<file path="config.mk">
export PLATFORM = sky130hd
export DESIGN_NAME = spi_flash_byte_mux
export DESIGN_NICKNAME = d
export VERILOG_FILES = /design/src/rtl/spi_flash_pkg.sv /design/src/rtl/spi_flash_byte_mux.sv
export SDC_FILE = /design/constraint.sdc
export NUM_CORES = 1
export LEC_CHECK = 0
export CORE_UTILIZATION = 30
export DETAILED_ROUTE_END_ITERATION = 10
export PLACE_DENSITY_LB_ADDON = 0.05
export SLEW_MARGIN = 40
export SYNTH_ARGS = -nofsm -noshare
export SYNTH_HDL_FRONTEND = slang
export SYNTH_SLANG_ARGS = --single-unit
</file>
<file path="constraint.sdc">
create_clock -name vclk -period 4.2
set_input_delay 0.84 -clock vclk [all_inputs]
set_output_delay 0.84 -clock vclk [all_outputs]
set_load 0.005 [all_outputs]
</file>
<file path="src/rtl/spi_flash_pkg.sv">
`default_nettype none
// ============================================================================
// Module      : spi_flash_pkg
// Description : Shared types, opcodes and length helpers for spi_flash_ctrl.
// Revision    : 1.0 - initial release
// ============================================================================
package spi_flash_pkg;

    typedef enum logic [1:0] {
        CMD_READ    = 2'd0,
        CMD_PROGRAM = 2'd1,
        CMD_ERASE   = 2'd2,
        CMD_READ_ID = 2'd3
    } cmd_code_e;

    typedef enum logic [2:0] {
        ST_IDLE = 3'd0,
        ST_WREN = 3'd1,
        ST_XFER = 3'd2,
        ST_POLL = 3'd3,
        ST_FIN  = 3'd4
    } state_e;

    localparam logic [7:0] C_OP_WREN    = 8'h06;
    localparam logic [7:0] C_OP_RDSR    = 8'h05;
    localparam logic [7:0] C_OP_READ    = 8'h03;
    localparam logic [7:0] C_OP_PROGRAM = 8'h02;
    localparam logic [7:0] C_OP_ERASE   = 8'h20;
    localparam logic [7:0] C_OP_READ_ID = 8'h9F;

    // Header bytes on the wire (opcode + address, or opcode alone)
    localparam logic [2:0]  C_HDR_ADDR = 3'd4;
    localparam logic [2:0]  C_HDR_ID   = 3'd1;

    localparam logic [15:0] C_LEN_WREN = 16'd8;
    localparam logic [15:0] C_LEN_RDSR = 16'd16;
    localparam logic [15:0] C_LEN_HDR  = 16'd32;

    function automatic logic [8:0] payload_bytes(input logic [8:0] n);
        return (n == 9'd0) ? 9'd256 : n;
    endfunction

    // Write-type commands need WREN and are sent with op=1
    function automatic logic xfer_op(input cmd_code_e code);
        return (code == CMD_PROGRAM) || (code == CMD_ERASE);
    endfunction

    function automatic logic [15:0] xfer_len(input cmd_code_e code, input logic [8:0] n);
        if ((code == CMD_READ) || (code == CMD_PROGRAM))
            return C_LEN_HDR + {4'd0, payload_bytes(n), 3'd0};
        return C_LEN_HDR;
    endfunction

    function automatic logic [7:0] opcode_of(input cmd_code_e code);
        case (code)
            CMD_READ:    return C_OP_READ;
            CMD_PROGRAM: return C_OP_PROGRAM;
            CMD_ERASE:   return C_OP_ERASE;
            default:     return C_OP_READ_ID;
        endcase
    endfunction

endpackage
`default_nettype wire

</file>
<file path="src/rtl/spi_flash_byte_mux.sv">
`default_nettype none
// ============================================================================
// Module      : spi_flash_byte_mux
// Description : Selects the byte presented to spi_interface for the current
//               state and byte index.
// Revision    : 1.0 - initial release
// ============================================================================
module spi_flash_byte_mux
    import spi_flash_pkg::*;
(
    input  state_e      i_state,
    input  cmd_code_e   i_code,
    input  logic [8:0]  i_idx,
    input  logic [23:0] i_addr,
    input  logic [7:0]  i_payload,
    output logic [7:0]  o_byte
);

    always_comb begin
        o_byte = 8'h00;
        case (i_state)
            ST_WREN: o_byte = C_OP_WREN;
            ST_POLL: begin
                if (i_idx == 9'd0)
                    o_byte = C_OP_RDSR;
            end
            ST_XFER: begin
                if (i_idx == 9'd0)
                    o_byte = opcode_of(i_code);
                else if (i_code != CMD_READ_ID) begin
                    if (i_idx == 9'd1)
                        o_byte = i_addr[23:16];
                    else if (i_idx == 9'd2)
                        o_byte = i_addr[15:8];
                    else if (i_idx == 9'd3)
                        o_byte = i_addr[7:0];
                    else if (i_code == CMD_PROGRAM)
                        o_byte = i_payload;
                end
            end
            default: o_byte = 8'h00;
        endcase
    end

endmodule
`default_nettype wire

</file>
==> results by group, run 1 <==
Status
  – Status: finished, final reports clean

Critical path
  – Crit. End Element: primary output
  – Most Frequent Cell on Critical Path: clkdlybuf4s50_1
  – Worst stage delay on the critical path: 0.56 ns
  – WP data required: 3.36 ns
  – CP Cell Sequence: clkdlybuf4s50_1 > nor4_4 > and2_1 > a21oi_1 > a2111oi_2 > clkdlybuf4s50_1
  – Crit path max-delay family: buffers and inverters
  – CP Max Fanout: 8
  – Crit-path slowest cell: clkdlybuf4s50_1
  – WS Path Type: in2out
  – Data arrival, critical path: 3.00 ns
  – Buffers & Inverters on Critical Path: 2
  – Startpoint Class: input port

Die
  – Initial Util: 32.47%
  – Vert. Die Dim: 45.47 um
  – Die X: 45.47 um
  – Core Area: 0.001745 sq mm
  – I/O Pins: 54
  – Die area: 0.002067 sq mm
  – Std-Cell Rows: 15

Final layout
  – Nets: 184
  – Final core occ: 64.80%
  – P&R area growth vs syn: 99.56%
  – Layout cell share with drive strength beyond 1: 9.848%
  – Commonest non-fill, non-tap cell in the layout: clkdlybuf4s50_1
  – Antenna Cells: 0
  – Cell area after layout: 0.001131 sq mm
  – Clock buffers: 0
  – Commonest non-fill, non-tap cells in the layout: clkdlybuf4s50_1, a21oi_1, nand2_1
  – FF+latch area: 0 sq um
  – Sequential cells: 0

STA
  – Period utilization: 91.40%
  – # setup viols final: 0
  – Fin crit period: 3.839 ns
  – Setup TNS: 0 ns
  – Relative slew slack: 76.03%
  – RSZ-0062 raised after global routing: false
  – Slew Limit Fails: 0
  – Fmax: 260.5 MHz
  – Final hold vios: 0
  – Slew @ Worst Pin: 0.3567 ns

Route
  – Initial DRT Pass Iterations: 4
  – First DRT Iteration DRCs: 15
  – Avg WL per Cell: 12.50 um
  – Total Wirelength: 1962 um
  – Drt drc: 0
  – Via-per-instance ratio: 5.299
  – Detail Route Antenna Nets: 0
  – Via count: 832

GRT
  – Total GRT Usage: 18.58%
  – Antenna violations before repair: 0
  – First-pass GRT wire length: 2994 um
  – Grt ovf: 0
  – Vias in the first global route: 742
  – Largest net degree at the start of global routing: 15

Power
  – Pwr dens: 72.00 mW/mm^2
  – Leak Pwr: 0.4238 nW
  – Total Power: 0.00008144 W
  – Maximum VDD drop: 47.61 uV

CTS
  – Post-CTS Setup Inserts: 0
  – Hold Buf Count CTS: 0
  – Post_cts resized: 0

Yosys
  – Sequential element share of the synthesized area: 0%
  – Warnings, synthesis: 0
  – Synth unique cells: 35
  – Synth Net Count: 131
  – Post-Synthesis Cells: 81
  – Syn Std Cell Area: 566.8 sq um
  – Mapped Avg Cell Area: 6.997 sq um

Worst hold path
  – Min-delay worst type: in2out
  – Min-delay src: i_payload[6]
  – Hold Path Depth: 4
  – WHS Endpoint: o_byte[6]

Place
  – Port Buffers: 54
  – HPWL after detailed placement: 1651 um
  – Cell Area, Placed: 0.001131 sq mm
  – Routability cong.: 0.8028

Flow run
  – Max_cap viols: 0
==> synth_stat cells, types with 2 or more instances <==
cell	n	share of area, %
nor2b_1	2	2.2
nand4_1	6	6.6
mux2i_1	3	5.3
nand2_1	7	4.6
a32oi_1	2	3.1
a21oi_1	11	9.7
inv_1	6	4.0
o31ai_1	2	2.6
clkbuf_2	2	1.8
a31oi_1	2	2.2
nand3_1	5	4.4
ha_1	4	8.8
mux2_2	4	7.9
clkbuf_1	2	1.3
or3_1	3	3.3
==> per-layer routing <==
metal	track usage, %	part of all wire [%]	up-vias	routed length [um]
met4	1.818	0.82	0	16
met3	1.984	8.2	2	161
met5	0	0	-	0
li1	-	-	414	-
met1	21.88	41	377	804
met2	36.29	50	39	980
==> worst min-delay path, cell delays in order <==
cell and delay, ns:
clkdlybuf4s50_1 0.39, nand3_1 0.08, a21oi_1 0.07, clkdlybuf4s50_1 0.45
==> how the worst max path moves through the flow <==
| stage | slack, ns | to | start | cells after the start |
|---|---|---|---|---|
| 2_1_floorplan | 1.47 | o_byte[0] | i_idx[3] | 4 |
| 3_3_place_gp | 0.38 | o_byte[0] | i_idx[3] | 6 |
| 3_5_place_dp | 0.34 | o_byte[0] | i_idx[3] | 6 |
| 4_1_cts | 0.34 | o_byte[0] | i_idx[3] | 6 |
| 5_1_grt | 0.21 | o_byte[0] | i_idx[3] | 6 |
| 6_report | 0.36 | o_byte[0] | i_idx[3] | 6 |
==> metrics by stage <==
step / std cells / worst slack [ns] / hold slack (ns)
after floorplan: 81 / 1.473 / 1.733
after global placement: 157 / 0.3819 / 2.665
after detailed placement: 157 / 0.3421 / 2.668
after CTS: 157 / 0.3430 / 2.674
after global routing: 157 / 0.2143 / 2.711
final: 157 / 0.3611 / 2.666
==> cell type report <==
class / instances / area (sq um)
multi-input cells: 70 / 521.8
repair buffers: 56 / 555.5
inverters: 6 / 22.52
fillers: 163 / 614.3
well taps: 25 / 31.28
==> kinds of logic (layout without fill, tap and decap cells) <==
family                   Yosys count  after routing  synth area share, %
AO/OA/AOI/OAI                     23             23                28.48
adder cells (fa/ha/maj)            4              4                8.830
buffers and inverters             11             62                7.946
multiplexers                       8              8                15.23
AND/OR/NAND/NOR                   35             35                39.52
==> where the power goes <==
part / switching (W) / leakage (nW) / internal (W)
sequential: 0 / 0 / 0
clock: 0 / 0 / 0
combinational: 0.0000270 / 0.424 / 0.0000544
No activity file was read; power rests on OpenSTA's default activity.
==> inputs of run 2 (changes only) <==
Settings changed: SLEW_MARGIN 40 to default.
==> results of run 2 <==
No change in the layout: final DEF, timing and power equal those of run 1.
==> inputs of run 3 (changes only) <==
Settings changed: DONT_BUFFER_PORTS from default to 1, TNS_END_PERCENT from default to 100.
==> results by group, run 3 (synthesis results as in run 1) <==
Place
  – Placed cell count: 101
  – Port Buffers: 0
  – HPWL after detailed placement: 1307 um
  – Routability cong.: 0.7632

Die
  – Die area: 0.002067 sq mm
  – I/O Pins: 54
  – Std-Cell Rows: 15
  – Die X: 45.47 um
  – Core Area: 0.001745 sq mm
  – Initial Util: 32.47%
  – Vert. Die Dim: 45.47 um

GRT
  – First-pass GRT wire length: 2256 um
  – Antenna violations before repair: 0
  – Grt ovf: 0
  – Largest net degree at the start of global routing: 18
  – Total GRT Usage: 14.10%
  – Vias in the first global route: 515

Power
  – Comb pwr share: 100.0%
  – Leak Pwr: 0.2067 nW
  – Reg power frac: 0%
  – Switch share: 46.50%
  – Maximum VDD drop: 14.18 uV
  – Clock power frac: 0%
  – Switching pwr: 0.00001234 W
  – P_int: 0.00001420 W
  – Pwr dens: 46.12 mW/mm^2

Route
  – Via count: 616
  – Drt drc: 0
  – Initial DRT Pass Iterations: 6
  – Via-per-instance ratio: 6.099
  – Avg WL per Cell: 15.80 um
  – First DRT Iteration DRCs: 11
  – Detail Route Antenna Nets: 0
  – Total Wirelength: 1596 um

Flow run
  – Max_cap viols: 0

Final layout
  – Commonest non-fill, non-tap cells in the layout: a21oi_1, nand2_1, inv_1, nand4_1, nand3_1
  – Nets: 128
  – Clock buffers: 0
  – P&R area growth vs syn: 1.545%
  – Cell Count, Final, Fillers Out: 101
  – Antenna Cells: 0
  – Commonest non-fill, non-tap cell in the layout: a21oi_1
  – Multi-input logic area: 521.8 sq um
  – Fillcell total: 218
  – FF+latch area: 0 sq um
  – Sequential cells: 0
  – Layout cell share with drive strength beyond 1: 14.47%

STA
  – Setup TNS: 0 ns
  – Slew @ Worst Pin: 0.3733 ns
  – Relative slew slack: 74.90%
  – Final hold vios: 0
  – Period utilization: 68.69%
  – RSZ-0062 raised after global routing: false
  – Fin crit period: 2.885 ns
  – Slew Limit Fails: 0
  – # setup viols final: 0
  – Fmax: 346.6 MHz

Critical path
  – Startpoint Class: input port
  – CP Max Fanout: 6
  – Crit. End Element: primary output
  – WP data required: 3.36 ns
  – WS Path Type: in2out
  – Data arrival, critical path: 2.05 ns

Worst hold path
  – Min-delay worst type: in2out

Status
  – Status: finished, final reports clean

CTS
  – Post_cts resized: 0
  – Hold Buf Count CTS: 0
  – Post-CTS Setup Inserts: 0
run 3: cell count changes in the layout (fill, tap and decap cells not counted):
cell and change:
buf_4 -2, clkdlybuf4s50_1 -54
run 3: layer usage:
layer  wire (um)  vias up  global-route usage (%)
met5           0        -                       0
met4           0        0                       0
met3         146        0                   1.984
met2         789       32                   25.43
met1         661      280                   18.59
li1            -      304                       -
run 3: area by class of cell:
cell class                 instances  share of cell area, %
tap                               25                  5.435
multi-input combinational         70                  90.65
inverter                           6                  3.913
run 3: worst max-delay path: stages:
cell     delay, ns
nor4_4        0.38
nand2_1       0.25
mux2_1        0.36
o22ai_1       0.21
run 3: power by group through the flow:
| stage | Clock (W) | Combinational [W] | Sequential (W) |
|---|---|---|---|
| floorplan | 0 | 0.0000264 | 0 |
| global placement | 0 | 0.0000269 | 0 |
| detailed placement | 0 | 0.0000268 | 0 |
| CTS | 0 | 0.0000270 | 0 |
| global route | 0 | 0.0000299 | 0 |
| finish | 0 | 0.0000265 | 0 |
run 3: stage by stage:
step | setup WS [ns] | utilization, % | area [sq um] | total power, W | hold slack [ns]
final | 1.315 | 32.97 | 575.6 | 0.00002654 | 1.746
after global routing | 1.210 | 32.97 | 575.6 | 0.00002991 | 1.755
after CTS | 1.296 | 32.97 | 575.6 | 0.00002695 | 1.749
after detailed placement | 1.302 | 32.97 | 575.6 | 0.00002681 | 1.748
after global placement | 1.326 | 32.97 | 575.6 | 0.00002692 | 1.748
after floorplan | 1.473 | - | 566.8 | 0.00002642 | 1.733
run 3: worst paths after layout:
kind                       start  cells past startpoint  slack, ns   endpoint
worst max-delay path    i_idx[3]                      4       1.31  o_byte[1]
worst min-delay path  i_state[2]                      1       1.75  o_byte[1]
